<file path="src/rtl/arb_pkg.sv">
// Shared constants and helpers for the I/D memory port arbiter.
package arb_pkg;

    localparam logic OWN_I = 1'b0;
    localparam logic OWN_D = 1'b1;

    // Returns ceil(log2(n)), never less than 1 so it is usable as a width.
    function automatic int unsigned clog2(input int unsigned n);
        int unsigned r;
        r = 0;
        while ((64'd1 << r) < 64'(n)) begin
            r = r + 1;
        end
        return (r == 0) ? 1 : r;
    endfunction

endpackage

</file>
<file path="src/rtl/arb_owner_fifo.sv">
// Owner-id FIFO: one bit per outstanding read, so in-order read data is routed
// back to the requester that issued it.
module arb_owner_fifo
    import arb_pkg::*;
#(
    parameter int unsigned DEPTH = 4
) (
    input  logic clk,
    input  logic reset,
    input  logic push,
    input  logic push_id,
    input  logic pop,
    output logic full,
    output logic empty,
    output logic head
);

    localparam int unsigned       PW        = clog2(DEPTH);
    localparam logic [PW-1:0]     PTR_ONE   = PW'(1);
    localparam logic [PW:0]       CNT_ONE   = (PW + 1)'(1);
    localparam logic [PW:0]       CNT_FULL  = (PW + 1)'(DEPTH);

    logic [PW-1:0]    wr_ptr_q, wr_ptr_d;
    logic [PW-1:0]    rd_ptr_q, rd_ptr_d;
    logic [PW:0]      count_q, count_d;
    logic [DEPTH-1:0] mem_q, mem_d;

    always_ff @(posedge clk or posedge reset) begin
        if (reset) begin
            wr_ptr_q <= '0;
            rd_ptr_q <= '0;
            count_q  <= '0;
            mem_q    <= '0;
        end else begin
            wr_ptr_q <= wr_ptr_d;
            rd_ptr_q <= rd_ptr_d;
            count_q  <= count_d;
            mem_q    <= mem_d;
        end
    end

    // DEPTH is a power of two, so the pointers wrap naturally.
    always_comb begin
        wr_ptr_d = wr_ptr_q;
        rd_ptr_d = rd_ptr_q;
        count_d  = count_q;
        mem_d    = mem_q;
        if (push) begin
            mem_d[wr_ptr_q] = push_id;
            wr_ptr_d        = wr_ptr_q + PTR_ONE;
        end
        if (pop) begin
            rd_ptr_d = rd_ptr_q + PTR_ONE;
        end
        case ({push, pop})
            2'b10:   count_d = count_q + CNT_ONE;
            2'b01:   count_d = count_q - CNT_ONE;
            default: count_d = count_q;
        endcase
    end

    always_comb begin
        full  = (count_q == CNT_FULL);
        empty = (count_q == '0);
        head  = mem_q[rd_ptr_q];
    end

endmodule

</file>
<file path="src/rtl/mem_port_arbiter.sv">
// Shares one memory port between instruction fetch (I) and load/store (D),
// with a starvation guard for fetch and an owner FIFO for read-data routing.
module mem_port_arbiter
    import arb_pkg::*;
#(
    parameter int unsigned AW           = 32,
    parameter int unsigned DW           = 32,
    parameter int unsigned MAX_OUT      = 4,
    parameter int unsigned STARVE_LIMIT = 3
) (
    input  logic          clk,
    input  logic          reset,
    input  logic          i_valid,
    output logic          i_ready,
    input  logic [AW-1:0] i_addr,
    output logic          i_rsp_valid,
    input  logic          d_valid,
    output logic          d_ready,
    input  logic [AW-1:0] d_addr,
    input  logic          d_we,
    input  logic [DW-1:0] d_wdata,
    output logic          d_rsp_valid,
    output logic [DW-1:0] rsp_rdata,
    output logic          m_valid,
    input  logic          m_ready,
    output logic [AW-1:0] m_addr,
    output logic          m_we,
    output logic [DW-1:0] m_wdata,
    input  logic          m_rvalid,
    input  logic [DW-1:0] m_rdata,
    output logic          err
);

    localparam int unsigned   SW         = clog2(STARVE_LIMIT + 1);
    localparam logic [SW-1:0] STARVE_MAX = SW'(STARVE_LIMIT);
    localparam logic [SW-1:0] STARVE_ONE = SW'(1);

    logic          lock_q, lock_d;
    logic          lock_owner_q, lock_owner_d;
    logic [SW-1:0] starve_q, starve_d;
    logic          err_q, err_d;

    logic owner;
    logic sel_valid;
    logic req_valid;
    logic accept;
    logic push;
    logic pop;
    logic fifo_full;
    logic fifo_empty;
    logic fifo_head;

    arb_owner_fifo #(
        .DEPTH (MAX_OUT)
    ) u_owner_fifo (
        .clk     (clk),
        .reset   (reset),
        .push    (push),
        .push_id (owner),
        .pop     (pop),
        .full    (fifo_full),
        .empty   (fifo_empty),
        .head    (fifo_head)
    );

    always_ff @(posedge clk or posedge reset) begin
        if (reset) begin
            lock_q       <= 1'b0;
            lock_owner_q <= OWN_I;
            starve_q     <= '0;
            err_q        <= 1'b0;
        end else begin
            lock_q       <= lock_d;
            lock_owner_q <= lock_owner_d;
            starve_q     <= starve_d;
            err_q        <= err_d;
        end
    end

    // Arbitration: a locked port keeps its owner until the memory accepts.
    always_comb begin
        if (lock_q) begin
            owner = lock_owner_q;
        end else if (i_valid && d_valid) begin
            owner = (starve_q >= STARVE_MAX) ? OWN_I : OWN_D;
        end else begin
            owner = d_valid ? OWN_D : OWN_I;
        end
        sel_valid = (owner == OWN_D) ? d_valid : i_valid;
        // A full FIFO blocks stores too; a same-cycle pop does not help.
        req_valid = sel_valid && !fifo_full && !reset;
        accept    = req_valid && m_ready;
        push      = accept && ((owner == OWN_I) || !d_we);
        pop       = m_rvalid && !fifo_empty;
    end

    always_comb begin
        lock_d       = lock_q;
        lock_owner_d = lock_owner_q;
        if (accept) begin
            lock_d = 1'b0;
        end else if (req_valid) begin
            lock_d       = 1'b1;
            lock_owner_d = owner;
        end

        if (i_valid && !(accept && (owner == OWN_I))) begin
            starve_d = (starve_q >= STARVE_MAX) ? STARVE_MAX : starve_q + STARVE_ONE;
        end else begin
            starve_d = '0;
        end

        err_d = err_q || (m_rvalid && fifo_empty);
    end

    always_comb begin
        m_valid     = req_valid;
        i_ready     = accept && (owner == OWN_I);
        d_ready     = accept && (owner == OWN_D);
        m_addr      = '0;
        m_we        = 1'b0;
        m_wdata     = '0;
        if (!reset) begin
            m_addr = (owner == OWN_D) ? d_addr : i_addr;
            if (owner == OWN_D) begin
                m_we    = d_we;
                m_wdata = d_wdata;
            end
        end
        i_rsp_valid = !reset && pop && (fifo_head == OWN_I);
        d_rsp_valid = !reset && pop && (fifo_head == OWN_D);
        rsp_rdata   = reset ? '0 : m_rdata;
        err         = err_q && !reset;
    end

    // The requester must hold valid and payload while the port is stalled.
    a_stall_stable : assert property (@(posedge clk) disable iff (reset)
        (m_valid && !m_ready) |=> (sel_valid && $stable(m_addr) && $stable(m_we)
                                   && $stable(m_wdata)));

endmodule
</file>
<file path="config.mk">
export PLATFORM = sky130hd
export DESIGN_NAME = mem_port_arbiter
export DESIGN_NICKNAME = d
export VERILOG_FILES = /design/src/rtl/arb_pkg.sv /design/src/rtl/arb_owner_fifo.sv /design/src/rtl/mem_port_arbiter.sv
export SDC_FILE = /design/constraint.sdc
export NUM_CORES = 1
export LEC_CHECK = 0
export BUFFER_PORTS_ARGS = -buffer_cell sky130_fd_sc_hd__buf_2
export CAP_MARGIN = 25
export CORE_AREA = 2 2 93 95
export DETAILED_ROUTE_END_ITERATION = 12
export DIE_AREA = 0 0 95 97
export PLACE_DENSITY = 0.62
export SKIP_LAST_GASP = 1
export SLEW_MARGIN = 10
export SYNTH_ARGS = -nofsm -noshare
export SYNTH_HDL_FRONTEND = slang
export SYNTH_SLANG_ARGS = --single-unit
</file>
<file path="constraint.sdc">
create_clock -name clk -period 4.5 [get_ports clk]
set_clock_uncertainty 0.05 [all_clocks]
set_input_delay 0 -clock clk [delete_from_list [all_inputs] [get_ports clk]]
set_output_delay 0 -clock clk [all_outputs]
set_load 0.005 [all_outputs]
</file>
## Word-level counts from Yosys, hierarchy flattened

Index checks and enable logic that the tools add are counted.

| operators by class | value |
|---|---|
| reduce and logical (&&, ||, !) cells | 26 |
| $mul | 0 |
| equal/unequal tests | 3 |
| bitwise logic cells | 3 |
| div/mod/pow operators | 0 |
| shifts and indexed selects | 0 |
| $add $sub $neg | 5 |
| multiplexer cells | 22 |
| order comparisons | 4 |

Operators with widths:

| cell | count |
|---|---|
| 2-to-1 mux 32 bit | 5 |
| logical AND 1 bit | 15 |
| 2-to-1 mux 1 bit | 11 |
| adder 2 x 1 -> 2 bit (second input constant) | 3 |
| less-than comparator 2 x 3 -> 1 bit (second input constant) | 2 |
| case mux 3 bit (2 select lines) | 1 |
| zero test 1 bit | 5 |
| bitwise mux 4 bit | 1 |
| 2-to-1 mux 2 bit | 2 |
| nonzero test 2 bit | 2 |
| adder 3 x 1 -> 3 bit (second input constant) | 1 |
| == test 3 bit (second input constant) | 1 |
| zero test 3 bit | 1 |
| NOT 1 bit | 3 |
| subtractor 3 x 1 -> 3 bit (second input constant) | 1 |
| binary-select mux 1 bit (select 2 bit) | 1 |
| demux 1 bit (select 2 bit) | 1 |
| == test 2 x 1 -> 1 bit (second input constant) | 1 |
| == test 2 bit (second input constant) | 1 |
| >= comparator 2 x 1 -> 1 bit (second input constant) | 1 |
| >= comparator 2 bit (second input constant) | 1 |
| logical OR 1 bit | 2 |
| AND reduction 2 bit | 1 |

| storage, ports and cells | value |
|---|---|
| output and inout bits | 103 |
| bits in latches | 0 |
| bits of input ports | 135 |
| bits in registers | 16 |
| bits in writable memories | 0 |
| bits in read-only memories | 0 |
| logic and storage cells | 71 |
| memories kept | 0 |

## Longest topological paths before layout

Gate-level depths: netlist (run 1).

| depth | value |
|---|---|
| depth after elaboration | 12 |
| depth in mapped cells | 10 |
| gate-level depth less buffers | 9 |

## By module

A second synthesis (run 1) with hierarchy kept.

| unflattened totals | value |
|---|---|
| cells, all modules | 239 |
| area total of the unflattened synthesis | 1,993.2 sq um |

By module, submodules not included:

| module | area an instance (sq um) | sequential area each (sq um) | cells each | times used |
|---|---|---|---|---|
| mem_port_arbiter | 1,428.9 | 125.1 | 192 | 1 |
| arb_owner_fifo | 564.3 | 275.3 | 47 | 1 |

## Worst setup path after synthesis (run 1)

No wires, ideal clock.

| timing path | value |
|---|---|
| path type | register -> register |
| from | register lock_owner_q |
| to | register u_owner_fifo.count_q[2] |
| arrival time | 2.240 ns |
| setup time | 0.125 ns |
| slack | 2.085 ns |
| data required time | 4.325 ns |
| stages on the path, launching flop included | 11 |
| path through | dfrtp_1 -> and3b_1 -> or3_1 -> clkbuf_2 -> a2111o_1 -> ha_1 -> inv_1 -> fa_1 -> xor2_1 -> nor2_1 -> xor2_1 |

| between the ends | value |
|---|---|
| cells in the longest elaborated chain, start to end | 8 |

Ends and longest elaborated chain:

| element | RTL line | source |
|---|---|---|
| from (decl) | mem_port_arbiter.sv:39 | `logic lock_owner_q, lock_owner_d;` |
| from (signal assigned) | mem_port_arbiter.sv:74 | `lock_owner_q <= lock_owner_d;` |
| 2-to-1 mux 1 bit (*) | mem_port_arbiter.sv:82 | `if (lock_q) begin` |
| 2-to-1 mux 1 bit | mem_port_arbiter.sv:89 | `sel_valid = (owner == OWN_D) ? d_valid : i_valid;` |
| logical AND 1 bit (2 in a row) | mem_port_arbiter.sv:91 | `req_valid = sel_valid && !fifo_full && !reset;` |
| logical AND 1 bit | mem_port_arbiter.sv:92 | `accept = req_valid && m_ready;` |
| logical AND 1 bit (*) | mem_port_arbiter.sv:93 | `push = accept && ((owner == OWN_I) \|\| !d_we);` |
| == test 2 x 1 -> 1 bit / == test 2 bit (equally long branches) | arb_owner_fifo.sv:55 | `case ({push, pop})` |
| case mux 3 bit (2 select lines) / nonzero test 2 bit (equally long branches) | - |  |
| to (signal assigned) | arb_owner_fifo.sv:37 | `count_q <= count_d;` |
| to (decl) | arb_owner_fifo.sv:25 | `logic [PW:0] count_q, count_d;` |

Mark *: on every way between the ends. The rest lies on a longest branch, timed or not.
A chain may end at the register's enable or synchronous reset.

## Worst setup path in the final report (run 1)

Same ends and word-level chain as after synthesis.

==> flow_summary_export.csv, run 1 <==
group,metric,value,unit
status,run_status,"complete, no violations",
critical_path,r2r_start,"lock_owner_q",
drt,firstDrtPassIters,4,
floorplan,floorplan.initialDensity,22.0,%
clock_tree,clock-sinks,16,
drt,drcViolationCount,0,
placed_design,dp.final_hpwl,6.23,mm
timing,max_slew_violation_count,0,
yosys,synth_seq_cells,16,
clock_tree,post_cts_buffers,0,
yosys,synth.lib_cells_used.distinct,35,
timing,grt_setup_unrepaired,"false",
timing,final.hold.worst_slack,0.0392,ns
power_and_ir_drop,power_leakage,1.94,nW
critical_path,reg2regPathDepth,9,
critical_path,crit_path_max_fanout,8,
global_route,grt_antenna_before_repair,0,
yosys,synth_largest_area_cell,"sky130_fd_sc_hd__dfrtp_1",
yosys,mappedNetlistNets,411,
yosys,postSynth.asyncResetShare,100,%
power_and_ir_drop,ir_worst_vdd,0.500,mV
clock_tree,cts_tree,"built",
timing,timing.final.crit_period,2.58,ns
drt,drt.antenna.violating_nets,0,
global_route,grt_first_pass_wirelength,11.5,mm
clock_tree,htree_levels,1,
drt,routed-via-count,2676,
timing,max_slew_margin,40.3,%
critical_path,crit_slowest_cell,"sky130_fd_sc_hd__a2111o_1",
final_layout,mostFrequentLayoutCells,"237 x sky130_fd_sc_hd__buf_2, 65 x sky130_fd_sc_hd__nand2_1, 37 x sky130_fd_sc_hd__a21oi_1",
yosys,yosys_most_used_dff,"sky130_fd_sc_hd__dfrtp_1",
clock_tree,tritoncts.num_buffers,3,
floorplan,die-area,0.00922,mm^2
yosys,ys_warn_count,0,
critical_path,crit_required,4.58,ns
floorplan,io_pins,238,
critical_path,crit-reg2reg-capture,"u_owner_fifo.count_q[2]",
timing,max_freq,387,MHz
run,cap_viol_max_count,0,
final_layout,n_fill_cell,889,
floorplan,chipHeight,97,um
clock_tree,cts.root.buffer_cell,"sky130_fd_sc_hd__clkbuf_8",
timing,tightestPinTransition,0.887,ns
hold_path,min-delay-path-class,"in -> reg",
floorplan,num_rows,33,
critical_path,crit_start,"lock_owner_q",
drt,wl_per_cell,12.8,um
global_route,grt_pass1_vias,2416,
final_layout,syn_to_final_growth,73.7,%
timing,totalNegativeSetupSlack,0,ns
critical_path,worst_path_most_repeated_cell,"sky130_fd_sc_hd__xor2_1",
yosys,post_synth_main_area_contributors,"sky130_fd_sc_hd__dfrtp_1 22%, sky130_fd_sc_hd__nand2_1 14%, sky130_fd_sc_hd__and3_1 12%",
final_layout,most_frequent_standard_cell_in_the_layout_excluding_fill_and_tap_cells,"sky130_fd_sc_hd__buf_2",
critical_path,data_arrival_critical_path,2.66,ns
critical_path,worstSetupEndpoint,"u_owner_fifo.count_q[2]",
power_and_ir_drop,power.density_cell_area,360,mW/mm^2
final_layout,n_antenna_cell,0,
final_layout,layout_cell_share_with_drive_strength_beyond_1,50.6,%
critical_path,path_cells,"and3b_1 > or3_1 > a2111o_1 > ha_1 > inv_1 > fa_1 > xor2_1 > nor2_1 > xor2_1",
critical_path,cp-start-kind,"register",
floorplan,coreArea,0.00813,mm^2
clock_tree,cts_repair_resize_count,0,
critical_path,endpoint_kind,"register",
timing,share_of_the_cycle_needed_by_the_critical_path_after_routing,57.4,%
critical_path,worst-setup-path-type,"reg -> reg",
clock_tree,clkLatencyLatePin,0.25,ns
placed_design,gp_routability_congestion,0.884,
global_route,grt_max_degree,70,
yosys,synth.avg_cell_area,6.61,um^2
global_route,grt-ovfl-total,0,
drt,drt_wl_total,7.65,mm
final_layout,finalCoreUtilization,38.1,%
floorplan,die_w,95,um
timing,final_hold_viol_count,0,
yosys,synth_enable_flop_cells,0,
clock_tree,cts-root-to-sink-buffers,2,
critical_path,worst_path_largest_cell_delay,0.49,ns
yosys,synth.yosys.seq_area_share,22.4,%
yosys,postSynthCellCount,270,
yosys,post_synth_instance_area,0.00179,mm^2
critical_path,r2r_slack,1.92,ns
clock_tree,clk_pin_slew,0.07,ns
global_route,grtUsageTotal,15.2,%
timing,setup-violations-final,0,
drt,drt-initial-drc-count,134,
placed_design,io_buffer_count,237,
drt,avgViaCountPerCell,4.48,
final_layout,nNetsFinal,635,
yosys,synthDominantCellAreaShare,22.4,%
-- flip-flops by register name (all words and copies together), names as in the netlist --
name                   cells
lock_owner_q               1
u_owner_fifo.mem_q         4
u_owner_fifo.count_q       3
u_owner_fifo.rd_ptr_q      2
err_q                      1
lock_q                     1
u_owner_fifo.wr_ptr_q      2
starve_q                   2
-- through the flow --
stage | worst slack, ns | cells | area [um^2] | power [mW]
after floorplan | 2.09 | 270 | 1790 | 0.727
after global placement | 1.98 | 593 | 3050 | 1.00
after detailed placement | 1.94 | 593 | 3050 | 1.02
after CTS | 1.93 | 597 | 3100 | 1.13
after global routing | 1.80 | 597 | 3100 | 1.23
final | 1.92 | 597 | 3100 | 1.12
-- logic make-up after synthesis --
family / after synthesis / share of synthesized area [%]
flip-flops: 16 / 22.4
AND/OR/NAND/NOR: 153 / 43.4
buffers and inverters: 33 / 7.08
XOR/XNOR: 6 / 2.94
multiplexers: 4 / 3.29
adder cells (fa/ha/maj): 6 / 4.63
AO/OA/AOI/OAI: 52 / 16.2
-- metal layers --
layer,track usage (%),share of wire [%]
met1,18.5,41
met2,26.3,46
met3,5.06,12
met4,2.01,0.34
met5,0,0
-- where the power goes --
part           leakage [nW]  switching, mW  internal (mW)  total [mW]
Sequential            0.196         0.0526          0.198       0.251
Combinational          1.73          0.416          0.345       0.760
Clock                0.0216         0.0474         0.0593       0.107
-- how the worst min path moves through the flow --
stage	depth (start not counted)	end	startpoint
2_1_floorplan	2	m_addr[0]	i_addr[0]
3_3_place_gp	2	err_q	m_rvalid
3_5_place_dp	2	err_q	m_rvalid
4_1_cts	3	starve_q[0]	i_valid
5_1_grt	3	starve_q[0]	i_valid
6_report	3	starve_q[0]	i_valid
-- what timing repair did --
| item | CTS | global route |
|---|---|---|
| endpoints found under the hold margin | 1 | 0 |
| setup endpoints to repair | 0 | 0 |
| hold buffers | 1 | 0 |
-- synth_stat cells (all sizes together), types with 2 or more instances --
master / n
ha: 5
a31oi: 4
nand2: 65
and3: 34
mux2: 2
nor2: 5
nand3: 5
xnor2: 4
dfrtp: 16
inv: 10
nand2b: 2
xor2: 2
nor2b: 33
o21ai: 4
clkbuf: 22
nor3: 4
a21oi: 37
-- area by class of cell --
type	instances	area, um^2	area share [%]
Clock buffer	3	41.3	1.33
Tap cell	105	131	4.24
Timing Repair Buffer	242	1230	39.5
Multi-Input combinational cell	221	1260	40.8
Sequential cell	16	400	12.9
Inverter	10	37.5	1.21
-- worst max-delay path, delay by kind of cell (launching register included) --
family,cells,cell delay [ns]
compound gates,1,0.49
xor+xnor,2,0.29
fa+ha+maj,2,0.42
flops,1,0.43
buf+inv,1,0.07
simple gates,3,0.70
Note: power is estimated with default switching activity, not from simulation.
==> inputs of run 2 (changes only) <==
==> constraint.sdc (replaced) <==
create_clock -name clk -period 2.64 [get_ports clk]
set_clock_uncertainty 0.05 [all_clocks]
set_input_delay 0 -clock clk [delete_from_list [all_inputs] [get_ports clk]]
set_output_delay 0 -clock clk [all_outputs]
set_load 0.005 [all_outputs]
==> flow_summary_export.csv, run 2 (synthesis gave the netlist of run 1 again) <==
group,metric,value,unit
status,run_status,"complete, no violations",
final_layout,largest_register,"u_owner_fifo.mem_q",
floorplan,die-area,0.00922,mm^2
clock_tree,cts_tree,"built",
clock_tree,clkLatencyLatePin,0.26,ns
final_layout,nNetsFinal,637,
clock_tree,htree_levels,1,
placed_design,dp.final_hpwl,6.29,mm
timing,totalNegativeSetupSlack,0,ns
final_layout,most_frequent_standard_cell_in_the_layout_excluding_fill_and_tap_cells,"sky130_fd_sc_hd__buf_2",
global_route,grt-ovfl-total,0,
critical_path,crit_buf_inv,1,
global_route,grtUsageTotal,16.0,%
critical_path,path_cells,"and2b_1 > a22o_2 > a2111o_1 > ha_1 > inv_1 > fa_1 > xor2_1 > nor2_1 > xor2_1",
critical_path,r2r_start,"lock_q",
placed_design,io_buffer_count,237,
timing,tightestPinTransition,0.769,ns
timing,max_freq,412,MHz
critical_path,endpoint_kind,"register",
final_layout,layout_cell_share_with_drive_strength_beyond_1,51.1,%
hold_path,min-delay-path-class,"in -> reg",
global_route,grt_pass1_vias,2435,
drt,drt.antenna.violating_nets,0,
drt,drt_wl_total,7.90,mm
critical_path,crit_required,2.73,ns
power_and_ir_drop,total_power,1.97,mW
drt,routed-via-count,2695,
critical_path,cp-start-kind,"register",
critical_path,critPathTopFamily,"compound AO/OA/AOI/OAI gates",
floorplan,die_w,95,um
critical_path,worst_path_largest_cell_delay,0.48,ns
clock_tree,cts.root.buffer_cell,"sky130_fd_sc_hd__clkbuf_8",
drt,drt-initial-drc-count,96,
global_route,grt_max_degree,70,
floorplan,coreArea,0.00813,mm^2
critical_path,data_arrival_critical_path,2.52,ns
drt,wl_per_cell,13.2,um
drt,avgViaCountPerCell,4.49,
final_layout,reg_top3,"u_owner_fifo.mem_q: 4 flops, u_owner_fifo.count_q: 3 flops",
clock_tree,clk_pin_slew,0.06,ns
final_layout,largest_register_ff_count,4,
run,cap_viol_max_count,0,
global_route,grt_first_pass_wirelength,11.9,mm
final_layout,n_antenna_cell,0,
timing,final_hold_viol_count,0,
final_layout,mostFrequentLayoutCells,"237 x sky130_fd_sc_hd__buf_2, 65 x sky130_fd_sc_hd__nand2_1, 37 x sky130_fd_sc_hd__a21oi_1",
timing,max_slew_violation_count,0,
global_route,grt_antenna_before_repair,1,
clock_tree,cts-root-to-sink-buffers,2,
power_and_ir_drop,power_leakage,1.96,nW
final_layout,syn_to_final_growth,75.5,%
drt,firstDrtPassIters,4,
critical_path,crit_start,"lock_q",
timing,share_of_the_cycle_needed_by_the_critical_path_after_routing,91.9,%
floorplan,floorplan.initialDensity,22.0,%
timing,setup-violations-final,0,
floorplan,num_rows,33,
floorplan,chipHeight,97,um
timing,grt_setup_unrepaired,"false",
power_and_ir_drop,ir_worst_vdd,0.606,mV
clock_tree,tritoncts.num_buffers,3,
timing,timing.final.crit_period,2.43,ns
clock_tree,clock-sinks,16,
timing,max_slew_margin,48.7,%
critical_path,worst-setup-path-type,"reg -> reg",
critical_path,crit_path_max_fanout,6,
critical_path,worst_path_most_repeated_cell,"sky130_fd_sc_hd__xor2_1",
floorplan,io_pins,238,
drt,drcViolationCount,0,
power_and_ir_drop,power.density_cell_area,628,mW/mm^2
placed_design,gp_routability_congestion,0.819,
clock_tree,post_cts_buffers,0,
hold_path,timing.hold.worst.start,"i_valid",
critical_path,crit_slowest_cell,"sky130_fd_sc_hd__a2111o_1",
## run 2: cell types whose count changed in the layout (fill, tap and decap cells not counted), sizes merged
cell / change
buf: +2
clkbuf: +1
## run 2: power by group
part,total [mW],internal (mW),switching [mW]
Combinational,1.32,0.598,0.718
Clock,0.222,0.133,0.0889
Sequential,0.430,0.337,0.0928
Total,1.97,1.07,0.900
## run 2: final cells by class
cell class / count / area [um^2]
Timing Repair Buffer: 244 / 1240
Clock buffer: 4 / 55.1
Sequential cell: 16 / 400
Tap cell: 105 / 131
Multi-Input combinational cell: 221 / 1270
Inverter: 10 / 37.5
Fill cell: 891 / 5000
## run 2: path summary, 6_finish.rpt
path | to | slack, ns | cells past startpoint
max in group asynchronous | u_owner_fifo.count_q[2] | 1.52 | 4
min reg2reg | err_q | 0.41 | 1
max reg2reg | u_owner_fifo.count_q[2] | 0.21 | 9
max | u_owner_fifo.count_q[2] | 0.21 | 9
min | starve_q[1] | 0.05 | 3
min in group asynchronous | u_owner_fifo.mem_q[0] | 0.83 | 4
## run 2: per-stage QoR
| stage | instance area (um^2) | hold WS, ns | util (%) | instances | setup WS, ns |
|---|---|---|---|---|---|
| final | 3130 | 0.0473 | 38.5 | 600 | 0.214 |
| after global routing | 3130 | 0.0482 | 38.5 | 600 | 0.0464 |
| after CTS | 3130 | 0.0351 | 38.5 | 600 | 0.0999 |
| after detailed placement | 3060 | 0.179 | 37.7 | 595 | 0.126 |
| after global placement | 3060 | 0.174 | 37.7 | 595 | 0.241 |
| after floorplan | 1790 | 0.0456 | - | 270 | 0.225 |
## run 2: per-layer routing
metal,share of wire [%],global-route usage (%),vias to the layer above
met5,0.13,0,-
met4,0.82,2.23,2
met3,13,6.23,10
met2,47,27.6,135
met1,39,19.0,1199
li1,-,-,1349
## run 2: repair_timing
| action | CTS | global route |
|---|---|---|
| hold endpoints to repair | 1 | 0 |
| hold buffers | 1 | 0 |
| resized for setup | 0 | 1 |
| endpoints found under the setup margin | 0 | 1 |
## run 2: worst register-to-register path, cell delays in order, from the launching register on
cell,delay [ns]
sky130_fd_sc_hd__dfrtp_1,0.45
sky130_fd_sc_hd__and2b_1,0.25
sky130_fd_sc_hd__a22o_2,0.23
sky130_fd_sc_hd__a2111o_1,0.48
sky130_fd_sc_hd__ha_1,0.26
sky130_fd_sc_hd__inv_1,0.07
sky130_fd_sc_hd__fa_1,0.18
sky130_fd_sc_hd__xor2_1,0.14
sky130_fd_sc_hd__nor2_1,0.06
sky130_fd_sc_hd__xor2_1,0.14
